[src/rtl/border_cropper.sv]
// border_cropper: strips the symmetric-extension border words from each line
// coming out of the DWT97 line filter. The first Head words of a line are
// discarded, the rest pass through a (Tail+1)-deep shift buffer so the last
// Tail words can be dropped once the line's eol is seen. sof is regenerated on
// the first kept word of a frame, eol on the last kept word of each line.
// Optional macro BORDER_CROPPER_ERR_EN: enables the err_o short-line pulse;
// without it err_o is tied low and short lines are dropped silently.
module border_cropper #(
  parameter int DataWidth = 8,
  parameter int Head      = 4,
  parameter int Tail      = 4
) (
  input  logic                   clk_i,
  input  logic                   rst_i,
  output logic                   s_ready_o,
  input  logic                   s_valid_i,
  input  logic                   s_sof_i,
  input  logic                   s_eol_i,
  input  logic [2*DataWidth-1:0] s_data_i,
  input  logic                   m_ready_i,
  output logic                   m_valid_o,
  output logic                   m_sof_o,
  output logic                   m_eol_o,
  output logic [2*DataWidth-1:0] m_data_o,
  output logic                   err_o
);

  localparam int W     = 2 * DataWidth;
  localparam int Depth = Tail + 1;
  localparam int HcW   = $clog2(Head + 1);
  localparam int CntW  = $clog2(Depth + 1);
  localparam int IdxW  = $clog2(Depth);

  typedef enum logic {ST_HEAD, ST_FILL} state_e;

  typedef struct packed {
    logic         eol;
    logic [W-1:0] data;
  } entry_t;

  state_e                 state_q;
  logic [HcW-1:0]         head_cnt_q;
  logic [CntW-1:0]        cnt_q;
  entry_t [Depth-1:0]     sr_q;       // [0] oldest, [cnt_q-1] newest
  logic                   sof_pend_q;

  logic            full, newest_eol;
  logic            s_fire, m_fire, line_end;
  logic            restart, in_head, head_word, push, short_line;
  logic [HcW-1:0]  hc_base, hc_next;
  logic [IdxW-1:0] widx;

  // Handshake, output and line-event decode.
  always_comb begin
    full       = (cnt_q == CntW'(Depth));
    // An eol can only sit in the buffer when it is full: shorter lines are
    // flushed the moment their eol is pushed.
    newest_eol = full & sr_q[Depth-1].eol;
    s_ready_o  = !rst_i & ((state_q == ST_HEAD) | (!newest_eol & (!full | m_ready_i)));
    m_valid_o  = (state_q == ST_FILL) & full;
    m_data_o   = m_valid_o ? sr_q[0].data : '0;
    m_eol_o    = m_valid_o & sr_q[Depth-1].eol;
    m_sof_o    = m_valid_o & sof_pend_q;

    s_fire     = s_valid_i & s_ready_o;
    m_fire     = m_valid_o & m_ready_i;
    line_end   = m_fire & m_eol_o;

    // A sof arriving anywhere but the very first head slot breaks the current
    // line; the word restarts the head count as word 1 of a new line.
    restart    = s_fire & s_sof_i & ((state_q == ST_FILL) | (head_cnt_q != '0));
    in_head    = (state_q == ST_HEAD) | restart;
    head_word  = s_fire & in_head;
    push       = s_fire & !in_head;
    hc_base    = restart ? '0 : head_cnt_q;
    hc_next    = hc_base + HcW'(1);

    // Short line: eol while still counting head words, or an eol push that
    // leaves the buffer below Tail+1 entries (no pop possible then).
    short_line = s_fire & s_eol_i & (in_head | (!m_fire & (cnt_q < CntW'(Tail))));

    widx       = m_fire ? IdxW'(cnt_q - CntW'(1)) : IdxW'(cnt_q);
  end

  // Head counting, buffer shifting, line termination and sof tracking.
  always_ff @(posedge clk_i) begin
    if (rst_i) begin
      state_q    <= ST_HEAD;
      head_cnt_q <= '0;
      cnt_q      <= '0;
      sr_q       <= '0;
      sof_pend_q <= 1'b0;
    end else begin
      if (m_fire) sof_pend_q <= 1'b0;
      if (s_fire & s_sof_i) sof_pend_q <= 1'b1;

      if (short_line | line_end) begin
        // Line over: the Tail border words still buffered are discarded.
        state_q    <= ST_HEAD;
        head_cnt_q <= '0;
        cnt_q      <= '0;
      end else if (head_word) begin
        cnt_q      <= '0;
        head_cnt_q <= hc_next;
        state_q    <= (hc_next == HcW'(Head)) ? ST_FILL : ST_HEAD;
      end else begin
        if (m_fire) begin
          for (int i = 0; i < Depth - 1; i++) sr_q[i] <= sr_q[i+1];
        end
        if (push) sr_q[widx] <= '{eol: s_eol_i, data: s_data_i};
        cnt_q <= cnt_q + CntW'(push) - CntW'(m_fire);
      end
    end
  end

`ifdef BORDER_CROPPER_ERR_EN
  logic err_q;

  // One-cycle pulse for every dropped short line.
  always_ff @(posedge clk_i) begin
    if (rst_i) err_q <= 1'b0;
    else       err_q <= short_line;
  end

  assign err_o = err_q;
`else
  assign err_o = 1'b0;
`endif

endmodule

[config.mk]
export PLATFORM = sky130hd
export DESIGN_NAME = border_cropper
export DESIGN_NICKNAME = d
export VERILOG_FILES = /design/src/rtl/border_cropper.sv
export SDC_FILE = /design/constraint.sdc
export NUM_CORES = 1
export LEC_CHECK = 0
export BUFFER_PORTS_ARGS = -buffer_cell sky130_fd_sc_hd__buf_2
export CORE_UTILIZATION = 54
export CTS_CLUSTER_DIAMETER = 40
export CTS_CLUSTER_SIZE = 20
export DETAILED_ROUTE_END_ITERATION = 7
export PLACE_DENSITY = 0.74
export SLEW_MARGIN = 20
export SYNTH_ARGS = -nofsm -noshare
export SYNTH_HDL_FRONTEND = slang
export SYNTH_SLANG_ARGS = --single-unit
[constraint.sdc]
create_clock -name clk_i -period 2.73 [get_ports clk_i]
set_input_delay 0.546 -clock clk_i [delete_from_list [all_inputs] [get_ports clk_i]]
set_output_delay 0.546 -clock clk_i [all_outputs]
set_load 0.03 [all_outputs]
### After elaboration in Yosys (flattened, before gate mapping)

Cells that the tools add are included.

| storage, ports and cells | value |
|---|---|
| flip-flop bits (word level) | 93 |
| output and inout bits | 21 |
| input bits | 22 |
| word-level logic and storage cells | 74 |

| operators by class | value |
|---|---|
| muxes and demuxes | 14 |
| reductions and logical operators | 12 |
| order comparisons | 3 |
| add/subtract/negate cells | 4 |
| equality and inequality tests | 2 |
| bitwise logic cells | 25 |

Operators with widths:

| operator | number |
|---|---|
| 2-to-1 mux 68 bit | 5 |
| bitwise mux 85 bit | 1 |
| demux 17 bit (select 3 bit) | 1 |
| 2-to-1 mux 17 bit | 1 |
| AND 1 bit | 16 |
| 2-to-1 mux 16 bit | 1 |
| equality test 3 bit, second input constant | 2 |
| 2-to-1 mux 3 bit | 2 |
| OR 1 bit | 6 |
| logical NOT 1 bit | 5 |
| less-than comparator 3 x 4 -> 1 bit, second input constant | 1 |
| adder 3 x 1 -> 3 bit | 1 |
| adder 3 x 1 -> 3 bit, second input constant | 1 |
| greater-or-equal comparator 3 x 1 -> 1 bit, second input constant | 1 |
| less-than comparator 3 bit, second input constant | 1 |
| 2-to-1 mux 1 bit | 3 |
| inverter 1 bit | 3 |
| AND reduction 3 bit | 1 |
| nonzero test 3 bit | 1 |
| OR reduction 3 bit | 1 |
| subtractor 3 x 1 -> 3 bit | 1 |
| subtractor 3 x 1 -> 3 bit, second input constant | 1 |
| AND reduction 2 bit | 1 |
| nonzero test 2 bit | 1 |
| 2 further kinds | 2 |

### Depth between registers and ports, before layout

Gate-level depths: netlist of run 1.

| logic depth | value |
|---|---|
| word-level depth | 17 |
| mapped depth | 12 |
| gate-level depth less buffers | 12 |

### Least setup slack after synthesis of run 1

No wires, ideal clock.

| path | value |
|---|---|
| kind | flip-flop to flip-flop |
| start point | register cnt_q[1] |
| end point | register cnt_q[1] |
| arrival time | 2.522 ns |
| clock period less this slack | 2.637 ns |
| setup time | 0.115 ns |
| path slack | 0.093 ns |
| buffers on the path | 2 |
| cell stages (with the launch flop) | 12 |
| data required time | 2.615 ns |
| path through | dfxtp_1 > inv_1 > ha_1 > nand4_2 > inv_1 > buf_2 > buf_1 > ha_1 > inv_1 > ha_1 > fa_1 > and2_1 |

| between the ends | value |
|---|---|
| word-level cells in the longest chain between the ends | 14 |
| elaborated cells on any way between the ends | 29 |
| classes of those cells | add/sub: 2; order compare: 1; eq/ne: 1; bitwise: 20; reduce/logical: 5 |

Ends and longest elaborated chain:

| element | line | RTL |
|---|---|---|
| from (decl) | 43 | `logic [CntW-1:0] cnt_q;` |
| from (signal assigned) | 111 | `cnt_q <= cnt_q + CntW'(push) - CntW'(m_fire);` |
| equality test 3 bit | 55 | `full = (cnt_q == CntW'(Depth));` |
| AND 1 bit or logical NOT 1 bit (tied branches) | 58, 59 |  |
| logical NOT 1 bit or OR 1 bit (tied branches) | 59 | `s_ready_o = !rst_i & ((state_q == ST_HEAD) \| (!newest_eol & (!full \| m_ready_i)));` |
| AND 1 bit | 59 |  |
| OR 1 bit | 59 |  |
| AND 1 bit | 59 |  |
| AND 1 bit | 65 | `s_fire = s_valid_i & s_ready_o;` |
| AND 1 bit (2 in a row) | 71 | `restart = s_fire & s_sof_i & ((state_q == ST_FILL) \| (head_cnt_q != '0));` |
| OR 1 bit | 72 | `in_head = (state_q == ST_HEAD) \| restart;` |
| logical NOT 1 bit or OR 1 bit (tied branches) | 74, 80 |  |
| AND 1 bit (on tied branches) | 74, 80 |  |
| adder 3 x 1 -> 3 bit or OR 1 bit (tied branches) | 111, 97 |  |
| subtractor 3 x 1 -> 3 bit or OR reduction 3 bit (tied branches) | n/a |  |

Parallel ways exist; a longest one is shown, timed or not.
A chain may end at the register's enable or synchronous reset.

### Final worst setup path of run 1

| path | value |
|---|---|
| start point | register cnt_q[0] |
| end point | register sr_q[15] in the netlist's numbering |

| between the ends | value |
|---|---|
| word-level cells in the longest chain between the ends | 15 |
| elaborated cells on any way between the ends | 42 |
| classes of those cells | add/sub: 1; order compare: 3; eq/ne: 1; mux: 9; bitwise: 22; reduce/logical: 6 |

Ends and longest elaborated chain:

| element | line | RTL |
|---|---|---|
| equality test 3 bit | 55 |  |
| AND 1 bit or logical NOT 1 bit (tied branches) | 58, 59 |  |
| logical NOT 1 bit or OR 1 bit (tied branches) | 59 |  |
| AND 1 bit | 59 |  |
| OR 1 bit | 59 |  |
| AND 1 bit | 59 |  |
| AND 1 bit | 65 |  |
| AND 1 bit (2 in a row) | 71 |  |
| OR 1 bit | 72 |  |
| OR 1 bit | 80 | `short_line = s_fire & s_eol_i & (in_head \| (!m_fire & (cnt_q < CntW'(Tail))));` |
| AND 1 bit | 80 |  |
| OR 1 bit | 97 | `if (short_line \| line_end) begin` |
| inverter 1 bit (no line) | n/a |  |
| AND reduction 2 bit (no line) | n/a |  |
| to (signal, indexed assignment) | 110 | `if (push) sr_q[widx] <= '{eol: s_eol_i, data: s_data_i};` |
| to (decl) | 44 | `entry_t [Depth-1:0] sr_q;` |

Parallel ways exist; a longest one is shown, timed or not. The select of a mux whose other input is x is not followed.

==> results.md, run 1 <==
* Status: finished clean
* Leading area contributor after synthesis: dfxtp_1
* Starting density of the core at 57.1%
* Worst Setup End Kind: flop
* Final ANT Viol Nets at 0
* Met3 WL at 915 um
* Avg WL per Cell at 17.2 um
* IO Pins at 43
* Root Buffer: clkbuf_8
* Cell Rows at 33
* Worst Tran Pin Value at 0.672 ns
* Final min period at 2.49 ns
* Hold Path Stages at 2
* Dpl hpwl at 8630 um
* CP Class: flop to flop
* Longest Clk Path Bufs at 2
* Residual DRC at 0
* Via Count at 4632
* Clock transition at path regs at 0.09 ns
* Mean Syn Cell Area at 7.96 um^2
* Max-cap violations at 0
* Part of the cycle the worst path needs at 91.3%
* Post-synthesis sequential area ratio at 37.2%
* VDD IR max at 0.332 mV
* Initial DRC count at 349
* Syn_nets at 631
* Distinct cells, synth at 47
* Top cells by count, synth: 99 x nand2_1, 89 x dfxtp_1, 47 x o211ai_1
* CTS tree: done
* Startpoint class of the critical path: flop
* Synth Instances at 602
* Hold Startpoint: head_cnt_q[1]
* First-pass GRT wire length at 21100 um
* WP data required at 2.94 ns
* EDFF count, synth at 0
* Placeable Area at 8380 um^2
* Htree depth at 3
* Hold_ws at 0.458 ns
* Setup Skew at 0.0122 ns
* Overall power at 2.43 mW
* P&R area growth vs syn at 11.3%
* Final nets at 654
* Die area at 9250 um^2
* Hold_buf cts at 0
* Clock sinks at 89
* Max Transition Viols Final at 0
* Setup violators final at 0
* Antenna Cells at 0
* RD Place Congestion at 0.876
* Hold violation count in the final report at 0
* Post-Syn Area at 4790 um^2
* CP max FO at 16
* Seq cells post-synth at 89
* Worst Hold Class: flop to flop
* Routed wl met2 at 5510 um
* Metal-1 WL at 6060 um
* Top Metal Used: met4
* Setup slack, reg-to-reg at 0.24 ns
* Unrepaired setup endpoints after global routing: no
* Setup bufs post-CTS at 0
* Setup TNS at 0 ns
* DP Area at 5120 um^2
* PD cells at 456 nW/um^2
* Top-count cell post-synth: nand2_1
* Detailed Routing Iterations Pass 1 at 5
* Async SR Flop Fraction at 0%
* Inserted Clock Buffers at 9
* PortBufs at 41
* Routed Wire Length at 12600 um
* Placement Setup Slack at 0.252 ns
* RR Endpoint: sr_q[15]
* Largest cells by area after synthesis: dfxtp_1 37%, nand2_1 7.8%, o211ai_1 7.4%
* Hold endpoint: head_cnt_q[1]
* Vias per std cell at 6.30
* Final worst slack at 0.237 ns
* Die Span X at 96.2 um
* Fill count at 778
* Max-slew headroom at 54.8%
* GRT Util Overall at 29.4%
* Largest net degree at the start of global routing at 35
* Main synth FF type: dfxtp_1
* Post-route cell area at 5330 um^2
* Placed Cells at 719
* Reg-to-reg startpoint: cnt_q[0]
* Fmax at 401 MHz
* Yosys top cell area share at 37.2%
* Pleak at 1.84 nW
* Grt ovf at 0
* Reg2Reg Depth at 8
* Vias in the first global route at 4301
* Die Height at 96.2 um
* Ys Warns at 0
* Worst-Skew Late Latency at 0.37 ns
* Non-Filler Instances at 735
* Fraction of layout cells with a size suffix above 1 at 16.5%
* Initial antenna violation count at 0
* Layout Utilization at 63.6%
* Arrival time worst endpoint at 2.71 ns
-- routing by layer --
layer / global-route usage (%) / up-vias
li1: - / 2240
met3: 4.82 / 16
met1: 42.4 / 2177
met5: 0 / -
met4: 11.3 / 0
met2: 43.4 / 199
-- worst max-delay path by stage --
stage                         start             to
after floorplan            cnt_q[1]       cnt_q[1]
after global placement        rst_i       sr_q[47]
after detailed placement  m_ready_i       sr_q[21]
after CTS                  cnt_q[1]       sr_q[20]
after global routing       cnt_q[1]  head_cnt_q[2]
final                      cnt_q[0]       sr_q[15]
-- placed cells by master (no fill, tap or decap), drive strengths merged, types with 5 or more instances in the layout --
cell    instances
nand2          99
dfxtp          89
buf            69
o211ai         47
a21oi          38
nor2           38
nand3          37
o21ai          34
mux2i          23
and2           22
o311ai         15
o22ai          15
a31oi          15
o221ai         15
inv            12
clkbuf         10
ha              6
a211oi          5
-- area by class of cell --
| class | instances | area, um^2 | share of cell area, % |
|---|---|---|---|
| Multi-Input combinational cell | 446 | 2750 | 51.6 |
| Sequential cell | 89 | 1780 | 33.4 |
| Timing Repair Buffer | 69 | 428 | 8.03 |
| Tap cell | 105 | 131 | 2.46 |
| Clock buffer | 10 | 128 | 2.39 |
| Clock inverter | 6 | 75.1 | 1.41 |
| Inverter | 10 | 37.5 | 0.704 |
-- report_power, final --
group	internal, mW	total, mW	switching [mW]
Sequential	1.30	1.30	0.00319
Clock	0.437	0.948	0.512
Combinational	0.0525	0.178	0.125
-- sequential cells by signal, summed over array words and instances (netlist names) --
register / flops
state_q: 1
sof_pend_q: 1
sr_q: 81
cnt_q: 3
head_cnt_q: 3
-- kinds of logic (layout without fill, tap and decap cells) --
family                   count (synthesis)  after routing  synth area share [%]
flip-flops                              89             89                  37.2
adder cells (fa/ha/maj)                  7              7                  1.99
multiplexers                            23             23                  4.81
other                                    1              1                0.0783
XOR/XNOR                                 3              3                 0.549
AND/OR/NAND/NOR                        214            214                  20.1
buffers and inverters                   67             95                  6.24
AO/OA/AOI/OAI                          198            198                  29.1
-- worst max-delay path, cell delays in order, from the launching register on --
cell,delay (ns)
dfxtp_1,0.43
inv_1,0.13
ha_1,0.36
and2_1,0.16
mux2i_1,0.21
buf_4,0.25
or3_1,0.47
mux2i_1,0.25
a21oi_1,0.09
-- repair_timing --
item,in CTS,in global routing
setup endpoints to repair,0,12
hold endpoints to repair,0,0
resized for setup,0,1
Power figures use the tool's default switching activity.
==> run 2, diff against run 1 <==
--- a/config.mk
+++ b/config.mk
@@ -6,11 +6,12 @@
 export NUM_CORES = 1
 export LEC_CHECK = 0
 export BUFFER_PORTS_ARGS = -buffer_cell sky130_fd_sc_hd__buf_2
-export CORE_UTILIZATION = 54
+export CORE_UTILIZATION = 48
 export CTS_CLUSTER_DIAMETER = 40
 export CTS_CLUSTER_SIZE = 20
 export DETAILED_ROUTE_END_ITERATION = 7
-export PLACE_DENSITY = 0.74
+export PLACE_DENSITY = 0.67
+export REMOVE_ABC_BUFFERS = 1
 export SLEW_MARGIN = 20
 export SYNTH_ARGS = -nofsm -noshare
 export SYNTH_HDL_FRONTEND = slang
==> constraint.sdc (replaced) <==
create_clock -name clk_i -period 2.73 [get_ports clk_i]
set_input_delay 0.546 -clock clk_i [delete_from_list [all_inputs] [get_ports clk_i]]
set_output_delay 0.546 -clock clk_i [all_outputs]
set_load 0.02 [all_outputs]
==> results.md, run 2 (same netlist as run 1, synthesis figures left out) <==
* Die Height at 102 um (was 96.2 um)
* Commonest non-fill, non-tap cell in the layout: nand2_1 (unchanged)
* Largest net degree at the start of global routing at 52 (was 35)
* Setup Skew at 0.00946 ns (was 0.0122 ns)
* Most frequent cells in the layout: 99 x nand2_1, 89 x dfxtp_1, 47 x o211ai_1 (unchanged)
* Grt ovf at 0 (unchanged)
* Max stage delay on crit path at 0.53 ns (was 0.47 ns)
* Initial antenna violation count at 0 (unchanged)
* Fmax at 393 MHz (was 401 MHz)
* Dpl hpwl at 9170 um (was 8630 um)
* Root Buffer: clkbuf_8 (unchanged)
* Part of the cycle the worst path needs at 93.2% (was 91.3%)
* CTS tree: done (unchanged)
* Status: finished clean (unchanged)
* Hold_ws at 0.454 ns (was 0.458 ns)
* Worst path slowest cell: or4_1 (was or3_1)
* Number of flip-flops under the largest register name at 81 (unchanged)
* Inserted Clock Buffers at 9 (unchanged)
* GRT Util Overall at 28.6% (was 29.4%)
* Avg WL per Cell at 18.1 um (was 17.2 um)
* Placeable Area at 9730 um^2 (was 8380 um^2)
* Top Registers: sr_q (81), cnt_q (3), head_cnt_q (3) (unchanged)
* Non-Filler Instances at 773 (was 735)
* Placed Cells at 757 (was 719)
* Startpoint class of the critical path: flop (unchanged)
* Setup violators final at 0 (unchanged)
* Fill count at 900 (was 778)
* Max-cap violations at 0 (unchanged)
* Placement Setup Slack at 0.130 ns (was 0.252 ns)
* Clock transition at path regs at 0.09 ns (about the same)
* Htree depth at 3 (unchanged)
* First-pass GRT wire length at 22900 um (was 21100 um)
* Final min period at 2.55 ns (was 2.49 ns)
* Starting density of the core at 49.2% (was 57.1%)
* Initial DRC count at 267 (was 349)
* Routed Wire Length at 14000 um (was 12600 um)
* Final nets at 664 (was 654)
* WP data required at 2.97 ns (was 2.94 ns)
* RD Place Congestion at 0.852 (was 0.876)
* Vias in the first global route at 4500 (was 4301)
* Worst Setup End Kind: flop (unchanged)
* Unrepaired setup endpoints after global routing: no (unchanged)
* Reg with most FFs: sr_q (unchanged)
* Residual DRC at 0 (unchanged)
* Overall power at 2.50 mW (was 2.43 mW)
* Worst Hold Class: input pin to flop (was flop to flop)
* Die Span X at 102 um (was 96.2 um)
* CP max FO at 15 (was 16)
* Final ANT Viol Nets at 0 (unchanged)
* Max Transition Viols Final at 0 (unchanged)
* Cell Rows at 36 (was 33)
* CP Class: flop to flop (unchanged)
* CP cell instances: inv_1 > ha_1 > nand3_1 > inv_2 > buf_4 > a21o_1 > or4_1 > buf_4 > o221ai_1 > a21oi_1 (was inv_1 > ha_1 > and2_1 > mux2i_1 > buf_4 > or3_1 > mux2i_1 > a21oi_1)
* Antenna Cells at 0 (unchanged)
* Detailed Routing Iterations Pass 1 at 5 (unchanged)
* Top Family by Delay on Critical Path: simple AND/OR/NAND/NOR gates (unchanged)
* Clock sinks at 89 (unchanged)
* IO Pins at 43 (unchanged)
* Via Count at 4759 (was 4632)
* Final worst slack at 0.185 ns (was 0.237 ns)
* Die area at 10400 um^2 (was 9250 um^2)
* Pleak at 1.90 nW (was 1.84 nW)
* Arrival time worst endpoint at 2.78 ns (was 2.71 ns)
* Most used cell, CP: buf_4 (was mux2i_1)
* VDD IR max at 0.357 mV (was 0.332 mV)
* CP bufs+invs at 4 (was 2)
* Fraction of layout cells with a size suffix above 1 at 17.7% (was 16.5%)
* Setup bufs post-CTS at 0 (unchanged)
* Hold violation count in the final report at 0 (unchanged)
* Worst-Skew Late Latency at 0.36 ns (was 0.37 ns)
* Worst Tran Pin Value at 0.695 ns (was 0.672 ns)
* PortBufs at 41 (unchanged)
* P&R area growth vs syn at 14.4% (was 11.3%)
* Longest Clk Path Bufs at 2 (unchanged)
* Max-slew headroom at 52.3% (was 54.8%)
* PD cells at 456 nW/um^2 (about the same)
* Vias per std cell at 6.16 (was 6.30)
-- run 2: cell count changes in the layout (fill, tap and decap cells not counted), sizes merged --
cell    previous run  this run
buf               69        79
clkbuf            10        12
clkinv             2         0
bufinv             1         2
inv               12        11
-- run 2: where the power goes --
group / switching [mW] / internal, mW
combinational: 0.127 / 0.0580
clock: 0.490 / 0.521
sequential: 0.00283 / 1.30
-- run 2: routing by layer --
layer	global-route usage [%]	routed length (um)	vias to the layer above
met5	0	0	-
met4	13.3	325	0
met3	5.68	947	32
met2	44.9	6480	191
met1	37.9	6220	2269
li1	-	-	2267
-- run 2: final timing paths --
kind                               startpoint             to  slack [ns]  depth (start not counted)
worst min register to register  head_cnt_q[1]  head_cnt_q[1]        0.46                          2
worst min-delay path                  s_eol_i       sr_q[84]        0.45                          3
worst max-delay path                 cnt_q[1]       sr_q[18]        0.18                         10
worst max register to register       cnt_q[1]       sr_q[18]        0.18                         10
-- run 2: worst register-to-register path: stages (launching register included) --
cell and delay (ns):
dfxtp_1 0.35, inv_1 0.06, ha_1 0.22, nand3_1 0.17, inv_2 0.12, buf_4 0.21
a21o_1 0.25, or4_1 0.53, buf_4 0.23, o221ai_1 0.21, a21oi_1 0.06
-- run 2: cell type report --
| cell class | instances | area [um^2] | share of cell area, % |
|---|---|---|---|
| Clock buffer | 12 | 135 | 2.47 |
| Inverter | 10 | 37.5 | 0.685 |
| Multi-Input combinational cell | 446 | 2750 | 50.3 |
| Clock inverter | 4 | 76.3 | 1.39 |
| Timing Repair Buffer | 79 | 528 | 9.64 |
| Tap cell | 133 | 166 | 3.04 |
| Sequential cell | 89 | 1780 | 32.5 |
-- run 2: repair_timing --
action | 4_1_cts | 5_1_grt
setup endpoints to repair | 0 | 16
gates resized for setup | 0 | 1
hold buffers | 0 | 0
-- run 2: through the flow --
stage | utilization (%) | cell area, um^2 | TNS, ns
2_1_floorplan | - | 4530 | -108.58
3_5_place_dp | 54.1 | 5260 | 0
5_1_grt | 56.3 | 5480 | 0
4_1_cts | 56.3 | 5470 | 0
6_report | 56.3 | 5480 | 0
3_3_place_gp | 54.0 | 5260 | 0
